==> src/rtl/mem_access_unit_pkg.sv <==
// Shared definitions for the multicycle memory access unit: word width,
// FSM state encodings and the address-select helper.
package mem_access_unit_pkg;

  localparam int WORD_SIZE = 16;

  typedef logic [WORD_SIZE-1:0] word_t;

  typedef enum logic [1:0] {
    MAU_IDLE = 2'd0,
    MAU_BUSY = 2'd1,
    MAU_DONE = 2'd2
  } mau_state_t;

  // iord=0 selects the instruction address, iord=1 the data address.
  function automatic word_t select_addr(input logic iord, input word_t pc, input word_t alu_addr);
    return iord ? alu_addr : pc;
  endfunction

endpackage

==> src/rtl/mem_access_unit_if.sv <==
// Handshake bus between the access unit (master) and the unified
// variable-latency memory (slave).
interface mem_access_unit_if;
  import mem_access_unit_pkg::*;

  logic  m_read;
  logic  m_write;
  word_t m_address;
  word_t m_wdata;
  word_t m_rdata;
  logic  m_ready;

  modport master (
    output m_read, m_write, m_address, m_wdata,
    input  m_rdata, m_ready
  );

  modport slave (
    input  m_read, m_write, m_address, m_wdata,
    output m_rdata, m_ready
  );

endinterface

==> src/rtl/mem_access_unit_wrap_counter.sv <==
// Free-running enable counter that wraps silently at all-ones.
module wrap_counter #(
  parameter int WIDTH = 16
) (
  input  logic             clk,
  input  logic             reset_n,
  input  logic             en,
  output logic [WIDTH-1:0] count
);

  logic [WIDTH-1:0] count_reg;
  logic [WIDTH-1:0] count_next;

  assign count_next = en ? count_reg + 1'b1 : count_reg;

  always_ff @(posedge clk or negedge reset_n) begin
    if (!reset_n) begin
      count_reg <= '0;
    end else begin
      count_reg <= count_next;
    end
  end

  assign count = count_reg;

endmodule

==> src/rtl/mem_access_unit.sv <==
// Multicycle memory port: turns control-unit access strobes into a registered
// read/write handshake and latches fetched words into IR and loads into MDR.
module mem_access_unit
  import mem_access_unit_pkg::*;
(
  input  logic                clk,
  input  logic                reset_n,
  input  logic                req_read,
  input  logic                req_write,
  input  logic                iord,
  input  logic                ir_write,
  input  word_t               pc,
  input  word_t               alu_addr,
  input  word_t               wdata,
  output word_t               inst,
  output word_t               mdr,
  output logic                busy,
  output logic                done,
  output logic                err,
  output word_t               fetch_count,
  output word_t               data_count,
  mem_access_unit_if.master   mem
);

  mau_state_t state_reg;
  logic       iord_reg;
  logic       ir_write_reg;
  logic       busy_reg;
  logic       done_reg;
  logic       err_reg;
  logic       m_read_reg;
  logic       m_write_reg;
  word_t      m_address_reg;
  word_t      m_wdata_reg;
  word_t      inst_reg;
  word_t      mdr_reg;

  logic       complete;
  logic       fetch_inc;
  logic       data_inc;

  assign complete  = (state_reg == MAU_BUSY) && mem.m_ready;
  assign fetch_inc = complete && !iord_reg;
  assign data_inc  = complete && iord_reg;

  always_ff @(posedge clk or negedge reset_n) begin
    if (!reset_n) begin
      state_reg     <= MAU_IDLE;
      iord_reg      <= 1'b0;
      ir_write_reg  <= 1'b0;
      busy_reg      <= 1'b0;
      done_reg      <= 1'b0;
      err_reg       <= 1'b0;
      m_read_reg    <= 1'b0;
      m_write_reg   <= 1'b0;
      m_address_reg <= '0;
      m_wdata_reg   <= '0;
      inst_reg      <= '0;
      mdr_reg       <= '0;
    end else begin
      case (state_reg)
        MAU_IDLE: begin
          if (req_read ^ req_write) begin
            iord_reg      <= iord;
            ir_write_reg  <= ir_write;
            m_address_reg <= select_addr(iord, pc, alu_addr);
            m_wdata_reg   <= wdata;
            m_read_reg    <= req_read;
            m_write_reg   <= req_write;
            busy_reg      <= 1'b1;
            state_reg     <= MAU_BUSY;
          end else if (req_read && req_write) begin
            err_reg <= 1'b1;
          end
        end
        MAU_BUSY: begin
          if (mem.m_ready) begin
            // Only reads update IR/MDR; fetches without ir_write discard the word.
            if (m_read_reg) begin
              if (iord_reg) begin
                mdr_reg <= mem.m_rdata;
              end else if (ir_write_reg) begin
                inst_reg <= mem.m_rdata;
              end
            end
            m_read_reg  <= 1'b0;
            m_write_reg <= 1'b0;
            done_reg    <= 1'b1;
            state_reg   <= MAU_DONE;
          end
        end
        MAU_DONE: begin
          done_reg  <= 1'b0;
          busy_reg  <= 1'b0;
          state_reg <= MAU_IDLE;
        end
        default: begin
          done_reg    <= 1'b0;
          busy_reg    <= 1'b0;
          m_read_reg  <= 1'b0;
          m_write_reg <= 1'b0;
          state_reg   <= MAU_IDLE;
        end
      endcase
    end
  end

  wrap_counter #(.WIDTH(WORD_SIZE)) u_fetch_counter (
    .clk     (clk),
    .reset_n (reset_n),
    .en      (fetch_inc),
    .count   (fetch_count)
  );

  wrap_counter #(.WIDTH(WORD_SIZE)) u_data_counter (
    .clk     (clk),
    .reset_n (reset_n),
    .en      (data_inc),
    .count   (data_count)
  );

  assign inst          = inst_reg;
  assign mdr           = mdr_reg;
  assign busy          = busy_reg;
  assign done          = done_reg;
  assign err           = err_reg;
  assign mem.m_read    = m_read_reg;
  assign mem.m_write   = m_write_reg;
  assign mem.m_address = m_address_reg;
  assign mem.m_wdata   = m_wdata_reg;

endmodule

==> src/flat_wrapper.sv <==
// flat-port wrapper written by rule: the top's interface ports become plain ports
module mem_access_unit_flat import mem_access_unit_pkg::*;
  (clk, reset_n, req_read, req_write, iord, ir_write, pc, alu_addr, wdata, inst, mdr, busy, done, err, fetch_count, data_count, mem_m_read, mem_m_write, mem_m_address, mem_m_wdata, mem_m_rdata, mem_m_ready);
  mem_access_unit_if mem_i ();
  input  logic clk;
  input  logic reset_n;
  input  logic req_read;
  input  logic req_write;
  input  logic iord;
  input  logic ir_write;
  input  word_t pc;
  input  word_t alu_addr;
  input  word_t wdata;
  output word_t inst;
  output word_t mdr;
  output logic busy;
  output logic done;
  output logic err;
  output word_t fetch_count;
  output word_t data_count;
  output wire logic [$bits(mem_i.m_read)-1:0] mem_m_read;
  output wire logic [$bits(mem_i.m_write)-1:0] mem_m_write;
  output wire logic [$bits(mem_i.m_address)-1:0] mem_m_address;
  output wire logic [$bits(mem_i.m_wdata)-1:0] mem_m_wdata;
  input wire logic [$bits(mem_i.m_rdata)-1:0] mem_m_rdata;
  input wire logic [$bits(mem_i.m_ready)-1:0] mem_m_ready;
  assign mem_m_read = mem_i.m_read;
  assign mem_m_write = mem_i.m_write;
  assign mem_m_address = mem_i.m_address;
  assign mem_m_wdata = mem_i.m_wdata;
  assign mem_i.m_rdata = mem_m_rdata;
  assign mem_i.m_ready = mem_m_ready;
  mem_access_unit u_core (.clk(clk), .reset_n(reset_n), .req_read(req_read), .req_write(req_write), .iord(iord), .ir_write(ir_write), .pc(pc), .alu_addr(alu_addr), .wdata(wdata), .inst(inst), .mdr(mdr), .busy(busy), .done(done), .err(err), .fetch_count(fetch_count), .data_count(data_count), .mem(mem_i));
endmodule
==> config.mk <==
export PLATFORM = sky130hd
export DESIGN_NAME = mem_access_unit_flat
export DESIGN_NICKNAME = d
export VERILOG_FILES = /design/src/rtl/mem_access_unit_pkg.sv /design/src/rtl/mem_access_unit_if.sv /design/src/rtl/mem_access_unit_wrap_counter.sv /design/src/rtl/mem_access_unit.sv /design/src/flat_wrapper.sv
export SDC_FILE = /design/constraint.sdc
export NUM_CORES = 1
export LEC_CHECK = 0
export CORE_MARGIN = 4
export CORE_UTILIZATION = 40
export CTS_CLUSTER_DIAMETER = 40
export DETAILED_ROUTE_END_ITERATION = 16
export GPL_TIMING_DRIVEN = 0
export MAX_ROUTING_LAYER = met4
export PLACE_DENSITY = 0.74
export SLEW_MARGIN = 0
export SYNTH_ARGS = -nofsm -noshare
export SYNTH_HDL_FRONTEND = slang
export SYNTH_SLANG_ARGS = --single-unit
export TNS_END_PERCENT = 100
==> constraint.sdc <==
create_clock -name clk -period 1.9 [get_ports clk]
set_input_delay 0.38 -clock clk [delete_from_list [all_inputs] [get_ports clk]]
set_output_delay 0.38 -clock clk [all_outputs]
set_load 0.05 [all_outputs]
# After elaboration in Yosys (flattened, before gate mapping)
# Index checks and enable logic that the tools add are counted.
# word_totals
reg_bits,105
latchBits,0
mem_bits_rw,0
romBits,0
in_bits,71
output_inout_bits,101
wordCells,53
mem_count,0
# classes
add_sub_neg,2
n_mul,0
div_mod_pow,0
n_lt_le_gt_ge,0
n_eq_ne,4
shifts,0
n_mux,13
n_bitwise,6
n_reduce_logical,14
# op_table
cell,n
$add A16 B1 Y16 const B,2
$mux W16,1
$reduce_and A2 Y1,4
$pmux W1 S3,2
$reduce_and A3 Y1,2
$mux W1,5
$not A1 Y1,5
$reduce_and A5 Y1,1
$logic_and A1 B1 Y1,4
$mux W2,2
$pmux W1 S2,2
$pmux W2 S2,1
$reduce_and A4 Y1,1
$eq A2 B1 Y1 const B,1
$eq A2 B2 Y1 const B,1
$logic_not A2 Y1,1
$ne A2 B1 Y1 const B,1
$ne A2 B2 Y1 const B,1
$logic_not A1 Y1,1
$xor A1 B1 Y1,1

# Logic depth before layout (Yosys ltp)
# logic_depth
depth_word,3
ltp_mapped,7
depth_no_buf,5

# By module
# From an unflattened synthesis, not the netlist that was laid out.
# hier_totals
cells_unflattened,315
hier_area_um2,4405.5
# modules_own_cells
mod,n_inst,cells_each,area_per_inst_um2,seq_area_each_um2
mem_access_unit,1,203,3014.1,1826.8
wrap_counter,2,56,695.7,400.4

# Worst setup path after synthesis
# Ideal clock, no wire load.
# synth_timing
path_kind,flip-flop to flip-flop
from,register u_core.state_reg[1]
to,"register u_core.inst_reg[10], in the netlist u_core.inst[10]"
arrival_ns,1.592
slack_ns,0.183
stages_incl_launch_ff,8
cell_sequence,dfrtp_1 buf_4 and4bb_1 buf_6 and3_4 buf_6 buf_12 mux2_4
# synth_between
elab_chain_cells,2
# synth_rtl
element,line,source
"start, declared",mem_access_unit.sv:25,mau_state_t state_reg;
"start signal, assigned",mem_access_unit.sv:48,state_reg <= MAU_IDLE;
"start signal, assigned",mem_access_unit.sv:71,state_reg <= MAU_BUSY;
"start signal, assigned",mem_access_unit.sv:89,state_reg <= MAU_DONE;
$eq A2 B1 Y1,mem_access_unit.sv:61,case (state_reg)
$reduce_and A5 Y1 (no line),n/a,
"end signal, assigned",mem_access_unit.sv:83,inst_reg <= mem.m_rdata;
"end, declared",mem_access_unit.sv:35,word_t inst_reg;
# No other way between the ends.
# A chain may end at the register's enable or synchronous reset.

# Final worst setup path
# layout_timing
from,input req_write
to,"register u_core.m_wdata_reg[4], in the netlist u_core.mem.m_wdata[4]"
# layout_between
elab_chain_cells,2
# layout_rtl
element,line,source
"start, declared",flat_wrapper.sv:8,input logic req_write;
$xor A1 B1 Y1,mem_access_unit.sv:63,if (req_read ^ req_write) begin
$reduce_and A2 Y1 (no line),n/a,
"end signal, assigned",mem_access_unit.sv:67,m_wdata_reg <= wdata;
"end, declared",mem_access_unit.sv:34,word_t m_wdata_reg;
# No other way between the ends.

==> impl_metrics.yaml <==
logic_synthesis:
  synth_edf_count: 0
  ys_types: 36
  async_flop_share: 1.00
  synth_ff_type: "dfrtp_1"
  yosysSeqAreaShare: 0.600
  synthTopCellsByArea: "dfrtp_1, mux2_2, xnor2_1"
  yosysTopAreaCell: "dfrtp_1"
  avgSynthCellArea_um2: 13.4
  yosysMostFrequentCell: "dfrtp_1"
  yosysTopAreaCellShare: 0.600
  synth-seq-cells: 105
  netlist_area_um2: 4380
  synthCells: 326
  yosysWarnings: 0
  synth_nets: 400
  synth_commonest_cells: "dfrtp_1, mux2_2, nor2_1"
timing:
  fin_skew_ns: 0.0106
  worst_pin_slew_ns: 0.663
  max_freq_ghz: 0.543
  slew_violations: 0
  rsz0062_at_grt: "false"
  setup_viol: 0
  relSlewSlack: 0.558
  min_period_ns: 1.84
  hold_viol_final: 0
  period_share: 0.970
  finalSetupTns_ns: 0
power:
  p_clk_frac: 0.129
  finalPower_w: 0.0104
  p_int_w: 0.00541
  comb_power_share: 0.535
  seqPwrFrac: 0.336
  power_density_nw_per_um2: 1630
  p_leak_nw: 3.15
  switching_share: 0.482
  ir_drop_mv: 0.936
  power.net_switching_w: 0.00504
clocking:
  clk_path_buf_depth: 2
  cts_root_buffer: "clkbuf_8"
  insertion_delay_ns: 0.37
  cts_made_buffers: 9
  cts.clk_slew.worst_paths_ns: 0.09
  htreeDepth: 3
  cts_tree: "done"
  clkSinkCount: 105
detailed_routing:
  drc: 0
  drt-total-wl_mm: 10.6
  post_drt_wl_per_cell_um: 16.3
  vias: 3195
  viasPerCell: 4.89
  drt_iter0_markers: 118
  firstDrtPassIters: 5
  postRouteAntennaNets: 0
hold_path:
  hold_path_class: "input port to flop"
place:
  place_hpwl_mm: 7.99
  routabilityCongestion: 0.758
  port_buffers: 170
  placed_cells: 633
outcome:
  run_status: "finished clean"
setup_path:
  worstSetupPathType: "input port to flop"
  crit_end: "u_core.mem.m_wdata[4]$_DFFE_PN0P_"
  crit_path_start: "req_write"
  crit_buf_inv: 2
  start_kind: "input port"
  cp_max_fo: 10
  arrival_ns: 2.09
  cp_top_family: "buffers and inverters"
  rr_endpoint: "u_core.inst[10]$_DFFE_PN0P_"
  reg2reg_setup_slack_ns: 0.11
  cp-end-kind: "flop"
  r2r-start: "u_core.state_reg[1]$_DFFE_PN0P_"
  crit_chain: "clkdlybuf4s50_1, ha_1, nor3b_4, buf_4, mux2_2"
  slowest_stage: "clkdlybuf4s50_1"
  r2r_cells: 7
  worstPathRequired_ns: 2.15
  max_stage_delay_ns: 0.44
  crit_cells: 5
layout:
  diodes: 0
  stdcell_count: 654
  nets: 589
  syn_to_final_growth_pct: 46.8
  drive_gt1_frac: 0.174
  final_util: 0.612
global_route:
  busiest_layer: "met2"
  grt_usage: 0.179
  grt_util_met1: 0.221
  overflow: 0
  met3_usage: 0.0507
  grt_pass1_vias: 3430
  antenna_found_initial: 0
  grt_use_met2: 0.284
  grt_pass1_wl_mm: 17.6
  grt_max_degree: 68
floorplan:
  coreArea_um2: 10500
  start_util: 0.417
  die_area_um2: 12700
  die_w_um: 113
  die_height_um: 113
  num_rows: 37
  ioPinCount: 172
job:
  maxCapViolations: 0
timing repair:
action / 4_1_cts / 5_1_grt
hold buffers: 1 / 0
cloned: 0 / 1
setup endpoints to repair: 136 / 52
buffers inserted: 2 / 3
resized for setup: 105 / 5
endpoints found under the hold margin: 38 / 0
how the worst min path moves through the flow:
stage	from	endpoint	slack (ns)	cells after the start
after global placement	u_core.u_data_counter.count[15]$_DFFE_PN0P_	u_core.u_data_counter.count[15]$_DFFE_PN0P_	0.46	1
after detailed placement	reset_n	u_core.inst[13]$_DFFE_PN0P_	0.39	1
after CTS	iord	u_core.mem.m_address[2]$_DFFE_PN0P_	0.45	3
after floorplan	reset_n	u_core.busy$_DFFE_PN0P_	0.08	0
after global routing	mem_m_ready	u_core.state_reg[0]$_DFFE_PN0P_	0.37	2
final	mem_m_ready	u_core.state_reg[0]$_DFFE_PN0P_	0.38	2
cell usage in the layout (no fill, tap or decap), drive strengths merged, types with 4 or more instances in the layout:
| master | netlist | final |
|---|---|---|
| a21oi | 17 | 17 |
| mux2 | 51 | 51 |
| dlygate4sd2 | 0 | 101 |
| nor2 | 27 | 27 |
| clkdlybuf4s50 | 0 | 67 |
| mux2i | 16 | 16 |
| xnor2 | 20 | 20 |
| and4 | 4 | 4 |
| xor2 | 10 | 10 |
| and3 | 6 | 6 |
| dfrtp | 105 | 105 |
| nand2 | 21 | 21 |
| buf | 11 | 18 |
| nand4 | 8 | 8 |
| nand3 | 4 | 4 |
| clkbuf | 2 | 14 |
layer usage:
layer,up-vias,part of all wire
li1,1496,-
met4,0,0.020
met2,127,0.49
met1,1556,0.43
met5,-,0
met3,16,0.065
cell families (layout without fill, tap and decap cells):
kind of cell / after synthesis / after routing / share of synthesized area
compound gates: 25 / 25 / 0.0323
xor+xnor: 30 / 30 / 0.0600
mux: 67 / 67 / 0.176
simple gates: 80 / 80 / 0.0977
flops: 105 / 105 / 0.600
buf+inv: 16 / 208 / 0.0249
fa+ha+maj: 3 / 3 / 0.00857
worst register-to-register path, delay by kind of cell (launching register included):
kind          cells  cell delay, ns
buf+inv           4            0.59
simple gates      2            0.44
flops             1            0.37
mux               1            0.29
power by group through the flow:
stage	Clock, W	Combinational (W)	Sequential (W)
global route	0.00151	0.00586	0.00364
CTS	0.00141	0.00561	0.00352
global placement	0	0.00602	0.00354
floorplan	0	0.00122	0.00627
detailed placement	0	0.00609	0.00359
finish	0.00135	0.00559	0.00351
per-stage QoR:
| stage | hold slack (ns) | setup WS (ns) | area [um2] |
|---|---|---|---|
| 3_5_place_dp | 0.393 | -0.561 | 6270 |
| 2_1_floorplan | 0.0844 | 0.183 | 4380 |
| 5_1_grt | 0.367 | 0.00843 | 6430 |
| 4_1_cts | 0.452 | 0.0275 | 6370 |
| 6_report | 0.382 | 0.0577 | 6430 |
| 3_3_place_gp | 0.456 | -3.45 | 6250 |
area by class of cell:
class / instances / area, um2
tap: 136 / 170
clock inverter: 3 / 42.5
timing repair buffer: 178 / 1680
inverter: 3 / 11.3
buffer: 13 / 105
clock buffer: 11 / 141
fill: 887 / 4080
sequential: 105 / 2630
multi-input combinational: 205 / 1650
(Power assumes the default switching activity.)
